<file path="config.mk">
export PLATFORM = sky130hd
export DESIGN_NAME = kbd_voice_alloc
export DESIGN_NICKNAME = d
export VERILOG_FILES = /design/src/rtl/kbd_voice_alloc.sv
export SDC_FILE = /design/constraint.sdc
export NUM_CORES = 1
export LEC_CHECK = 0
export BUFFER_PORTS_ARGS = -buffer_cell sky130_fd_sc_hd__buf_2
export CAP_MARGIN = 20
export CELL_PAD_IN_SITES_DETAIL_PLACEMENT = 0
export CELL_PAD_IN_SITES_GLOBAL_PLACEMENT = 2
export CORE_MARGIN = 3
export CORE_UTILIZATION = 36
export DETAILED_ROUTE_END_ITERATION = 7
export HOLD_SLACK_MARGIN = 0.08
export PLACE_DENSITY_LB_ADDON = 0.1
export RECOVER_POWER = 100
export SLEW_MARGIN = 15
export SYNTH_ARGS = -nofsm -noshare
export SYNTH_HDL_FRONTEND = slang
export SYNTH_SLANG_ARGS = --single-unit
</file>
<file path="constraint.sdc">
create_clock -name clk -period 2.85 [get_ports clk]
set_input_delay 0.4275 -clock clk [delete_from_list [all_inputs] [get_ports clk]]
set_output_delay 0.4275 -clock clk [all_outputs]
set_load 0.05 [all_outputs]
</file>
<file path="src/rtl/kbd_voice_alloc.sv">
// kbd_voice_alloc: polyphonic voice allocator for the piano-key bitmask.
// Synchronises the key-held mask and detects press/release edges.
// A scan then walks the keys one per clock and assigns or releases synth voices.
// A press with no free voice steals voices in round-robin order.
// Optional build macro KBD_SUSTAIN_EN adds a sustain pedal input.
// When the pedal is down, releases are held until the pedal lifts.
module kbd_voice_alloc #(
  parameter int NUM_VOICES = 4,
  parameter int NUM_KEYS   = 13
) (
  input  logic                    clk,
  input  logic                    ar,
  input  logic [NUM_KEYS-1:0]     keys_in,
  input  logic [1:0]              octave,
`ifdef KBD_SUSTAIN_EN
  input  logic                    sustain,
`endif
  output logic [NUM_VOICES-1:0]   voice_gate,
  output logic [4*NUM_VOICES-1:0] voice_note,
  output logic [2*NUM_VOICES-1:0] voice_oct,
  output logic [NUM_VOICES-1:0]   voice_trig,
  output logic                    steal,
  output logic                    busy
);

  localparam int VP_W = (NUM_VOICES > 1) ? $clog2(NUM_VOICES) : 1;

  typedef enum logic {IDLE, SCAN} state_t;

  state_t              state, state_nxt;
  logic [NUM_KEYS-1:0] s1, s2;
  logic [NUM_KEYS-1:0] prev;
  logic [NUM_KEYS-1:0] on_m, off_m;
  logic [3:0]          idx;
  logic [VP_W-1:0]     steal_ptr;
  logic                scan_start;
  logic                scan_on, scan_off;
  logic                free_found;
  logic [VP_W-1:0]     free_v;
  logic [VP_W-1:0]     alloc_v;

`ifdef KBD_SUSTAIN_EN
  logic [NUM_VOICES-1:0] sus;
  logic                  sustain_q;
  logic                  sus_fall;
`endif

  // FSM state register
  always_ff @(posedge clk) begin
    if (ar) state <= IDLE;
    else    state <= state_nxt;
  end

  // Next-state: a mask change in IDLE starts a full scan of all keys
  always_comb begin
    state_nxt  = state;
    scan_start = 1'b0;
    case (state)
      IDLE: begin
        if (s2 != prev) begin
          scan_start = 1'b1;
          state_nxt  = SCAN;
        end
      end
      SCAN: begin
        if (idx == 4'(NUM_KEYS - 1)) state_nxt = IDLE;
      end
      default: state_nxt = IDLE;
    endcase
  end

  assign busy = (state == SCAN);

  // Two-flop synchroniser, edge masks latched at scan start, and the scan index.
  // prev moves only at scan start, so changes that arrive mid-scan stay visible afterwards.
  always_ff @(posedge clk) begin
    if (ar) begin
      s1    <= '0;
      s2    <= '0;
      prev  <= '0;
      on_m  <= '0;
      off_m <= '0;
      idx   <= '0;
    end else begin
      s1 <= keys_in;
      s2 <= s1;
      if (scan_start) begin
        on_m  <= s2 & ~prev;
        off_m <= ~s2 & prev;
        prev  <= s2;
        idx   <= '0;
      end else if (state == SCAN) begin
        idx <= idx + 4'd1;
      end
    end
  end

  assign scan_on  = (state == SCAN) && on_m[idx];
  assign scan_off = (state == SCAN) && off_m[idx];

  // Lowest-index voice whose gate is down (sustained voices keep gate high)
  always_comb begin
    free_found = 1'b0;
    free_v     = '0;
    for (int v = NUM_VOICES - 1; v >= 0; v--) begin
      if (!voice_gate[v]) begin
        free_found = 1'b1;
        free_v     = VP_W'(v);
      end
    end
  end

  assign alloc_v = free_found ? free_v : steal_ptr;

`ifdef KBD_SUSTAIN_EN
  // Registered copy of the pedal for falling-edge detection
  always_ff @(posedge clk) begin
    if (ar) sustain_q <= 1'b0;
    else    sustain_q <= sustain;
  end

  assign sus_fall = sustain_q & ~sustain;
`endif

  // Voice bank update: pedal release first, then key release, then allocation.
  // Allocation is last so it wins on the chosen voice.
  always_ff @(posedge clk) begin
    if (ar) begin
      voice_gate <= '0;
      voice_note <= '0;
      voice_oct  <= '0;
      voice_trig <= '0;
      steal      <= 1'b0;
      steal_ptr  <= '0;
`ifdef KBD_SUSTAIN_EN
      sus        <= '0;
`endif
    end else begin
      voice_trig <= '0;
      steal      <= 1'b0;
      for (int v = 0; v < NUM_VOICES; v++) begin
`ifdef KBD_SUSTAIN_EN
        if (sus_fall && sus[v]) begin
          voice_gate[v] <= 1'b0;
          sus[v]        <= 1'b0;
        end
`endif
        if (scan_off && voice_gate[v] && (voice_note[4*v +: 4] == idx)) begin
`ifdef KBD_SUSTAIN_EN
          if (sustain) begin
            sus[v] <= 1'b1;
          end else begin
            voice_gate[v] <= 1'b0;
            sus[v]        <= 1'b0;
          end
`else
          voice_gate[v] <= 1'b0;
`endif
        end
      end
      if (scan_on) begin
        voice_gate[alloc_v]          <= 1'b1;
        voice_note[4*alloc_v +: 4]   <= idx;
        voice_oct[2*alloc_v +: 2]    <= octave;
        voice_trig[alloc_v]          <= 1'b1;
`ifdef KBD_SUSTAIN_EN
        sus[alloc_v]                 <= 1'b0;
`endif
        if (!free_found) begin
          steal     <= 1'b1;
          steal_ptr <= (steal_ptr == VP_W'(NUM_VOICES - 1)) ? '0 : steal_ptr + 1'b1;
        end
      end
    end
  end

endmodule
</file>
==> impl_metrics.env <==
export IMPL_crit_path_end_kind="flop"
export IMPL_min_delay_start="keys_in[12]"
export IMPL_hold_path_endpoint="s1[12]$_SDFF_PP0_"
export IMPL_root_buffer="clkbuf_16"
export IMPL_overflow=0
export IMPL_tightest_slew_ns=1.65
export IMPL_synth_most_common_cell="dfxtp_1"
export IMPL_finalCriticalPeriod_ns=2.48
export IMPL_worst_r2r_path_depth=8
export IMPL_grt_pass1_vias=3410
export IMPL_min_path_type="in2reg"
export IMPL_clkTransAtPathRegs_ns=0.08
export IMPL_viasPerCell=4.88
export IMPL_path_max_fanout=6
export IMPL_slew_headroom=-0.103
export IMPL_syn2layout_area_growth_pct=13.7
export IMPL_gp_congestion=0.761
export IMPL_drc=0
export IMPL_insertion_delay_ns=0.35
export IMPL_setup_viol=0
export IMPL_groute_usage_overall=0.160
export IMPL_ant_nets=0
export IMPL_num_rows=41
export IMPL_synthArstFlopShare=0
export IMPL_wl_per_cell_um=15.0
export IMPL_drt_iter0_drc=255
export IMPL_powerDensity_nw_per_um2=579
export IMPL_ir_worst_vdd_mv=0.397
export IMPL_grt_setup_unrepaired="no"
export IMPL_cts_sinks=105
export IMPL_syn_nets=587
export IMPL_grt_max_degree=80
export IMPL_drt_pre_antenna_iters=4
export IMPL_synth_main_ff_cell="dfxtp_1"
export IMPL_synthTopCellsByArea="dfxtp_1 (44%), ha_1 (9.8%), nand2_1 (8.0%), a21oi_1 (5.6%), nor2b_1 (3.6%)"
export IMPL_multiInputGateArea_um2=2330
export IMPL_drive_gt1_frac=0.0920
export IMPL_switchingPower_uw=834
export IMPL_h_tree_depth=3
export IMPL_leakagePower_uw=0.00195
export IMPL_critPathLaunchType="flop"
export IMPL_fin_tns_setup_ns=0
export IMPL_synthTopCellsByCount="dfxtp_1 (105), nand2_1 (101), a21oi_1 (53)"
export IMPL_die_area_um2=14600
export IMPL_initial_core_util=0.372
export IMPL_ios=51
export IMPL_die_x_um=121
export IMPL_n_fill_cell=1317
export IMPL_grt_pass1_wl_um=18300
export IMPL_yosysTopAreaCell="dfxtp_1"
export IMPL_cts_made_buffers=9
export IMPL_finalHoldViolations=0
export IMPL_fmax_mhz=403
export IMPL_p_int_uw=2290
export IMPL_r2r_start="steal_ptr[0]$_SDFFE_PP0P_"
export IMPL_worstHoldPathCells=2
export IMPL_pwr_share_clk=0.414
export IMPL_maxCapViolCount=1
export IMPL_combPwrFrac=0.094
export IMPL_hold_buffers=0
export IMPL_fin_skew_ns=0.00926
export IMPL_synth_top_area_share=0.443
export IMPL_post_cts_setup_buffers=0
export IMPL_dp_hpwl_um=7890
export IMPL_ys_warn_count=0
export IMPL_hold_slack_ns=0.280
export IMPL_syn_cell_area_um2=4750
export IMPL_ff_latch_area_um2=2100
export IMPL_synth_edff_count=0
export IMPL_maxSlewViolCount=80
export IMPL_status="finished with violations"
export IMPL_rrSetupSlack_ns=0.37
export IMPL_ys_seq_elements=105
export IMPL_min_period_over_period=0.871
export IMPL_critPathRequiredTime_ns=3.11
export IMPL_failed_checks="capacitance limit, slew limit"
export IMPL_swShare=0.267
export IMPL_diodes=0
export IMPL_arrival_ns=2.74
export IMPL_antenna_found_initial=0
export IMPL_finalNetCount=625
export IMPL_coreArea_um2=12800
export IMPL_synth_cell_type_count=45
export IMPL_io_buffers=50
export IMPL_p_seq_frac=0.492
export IMPL_clockBufferDepth=2
export IMPL_cts_tree="done"
export IMPL_reg2reg_to="voice_note[11]$_SDFFE_PP0P_"
export IMPL_die_h_um=121
export IMPL_critPathKind="reg2reg"
export IMPL_routed_wl_um=11200
export IMPL_synth_avg_cell_area_um2=8.90
export IMPL_synthCells=533
export IMPL_ctsResizeCount=0
export IMPL_vias=3651
export IMPL_ys_seq_area_frac=0.443
==> per-stage QoR <==
step	power (uW)	instances	setup slack, ns	instance area (um2)	util
6_report	3130	748	0.368	5400	0.422
5_1_grt	3270	748	0.0398	5400	0.422
4_1_cts	3190	748	0.343	5480	0.429
3_5_place_dp	1880	732	0.389	5160	0.404
3_3_place_gp	1880	732	0.477	5160	0.404
2_1_floorplan	1780	533	0.283	4750	-
==> per-layer routing <==
| layer | GRT usage | vias up | part of all wire |
|---|---|---|---|
| met5 | 0 | - | 0 |
| met4 | 0.0390 | 0 | 0.0099 |
| met3 | 0.0477 | 10 | 0.045 |
| met2 | 0.222 | 68 | 0.42 |
| met1 | 0.240 | 1692 | 0.53 |
| li1 | - | 1881 | - |
==> how the worst max path moves through the flow <==
stage                     depth (start not counted)                       from                           to
after global routing                              8  steal_ptr[0]$_SDFFE_PP0P_   voice_note[9]$_SDFFE_PP0P_
after detailed placement                          8  steal_ptr[0]$_SDFFE_PP0P_  voice_note[11]$_SDFFE_PP0P_
after floorplan                                   7   voice_gate[2]$_SDFF_PP0_  voice_note[11]$_SDFFE_PP0P_
after global placement                            8  steal_ptr[0]$_SDFFE_PP0P_  voice_note[11]$_SDFFE_PP0P_
final                                             8  steal_ptr[0]$_SDFFE_PP0P_  voice_note[11]$_SDFFE_PP0P_
after CTS                                         8  steal_ptr[0]$_SDFFE_PP0P_  voice_note[11]$_SDFFE_PP0P_
==> sequential cells by signal, summed over array words and instances (netlist names), 4 cells and up <==
| signal | count |
|---|---|
| off_m | 13 |
| on_m | 13 |
| s2 | 13 |
| s1 | 13 |
| voice_oct | 8 |
| prev | 13 |
| idx | 4 |
| voice_note | 16 |
| voice_trig | 4 |
| voice_gate | 4 |
==> critical path, cell delays in order (launching register included) <==
cell and delay [ns]:
dfxtp_1 0.37, nand2b_1 0.11, a21boi_0 0.11, nand2b_1 0.25
ha_1 0.34, nor3b_1 0.29, o21ai_0 0.31, or4_1 0.47
a21oi_1 0.16
==> logic make-up (layout without fill, tap and decap cells) <==
logic type | after synthesis | in the layout | synth area share
AND/OR/NAND/NOR | 180 | 180 | 0.179
AO/OA/AOI/OAI | 111 | 111 | 0.153
flip-flops | 105 | 105 | 0.443
buffers and inverters | 71 | 114 | 0.0633
adder cells (fa/ha/maj) | 37 | 37 | 0.0975
XOR/XNOR | 19 | 19 | 0.0351
multiplexers | 10 | 10 | 0.0293
==> layout make-up <==
cell class / count / area share
multi-input cells: 357 / 0.432
flip-flops and latches: 105 / 0.390
repair buffers: 64 / 0.0575
clock buffers: 9 / 0.0417
well taps: 172 / 0.0399
inverters: 34 / 0.0237
clock inverters: 7 / 0.0158
==> cells in the final DEF (no fill, tap or decap), types with 2 or more instances in the layout <==
cell	count
a21oi_1	53
a41o_1	2
buf_2	16
buf_4	8
clkbuf_1	36
clkbuf_16	9
clkbuf_2	3
clkinv_4	3
dfxtp_1	105
ha_1	37
inv_1	33
inv_6	2
mux2i_1	6
mux4_2	3
nand2_1	101
nand2b_1	7
nand3_1	5
nand4_1	7
nand4b_1	3
nor2_1	15
nor2b_1	27
nor3_1	2
o211a_1	3
o211ai_1	15
o21ai_0	8
o21ai_1	7
o221ai_1	2
o41ai_1	12
or4_1	7
xnor2_1	18
==> power groups by stage <==
stage	Clock (uW)	Combinational [uW]	Sequential, uW
floorplan	0	213	1570
global placement	0	308	1570
detailed placement	0	310	1570
CTS	1340	311	1540
global route	1400	332	1540
finish	1290	294	1540
(Power assumes the default switching activity.)
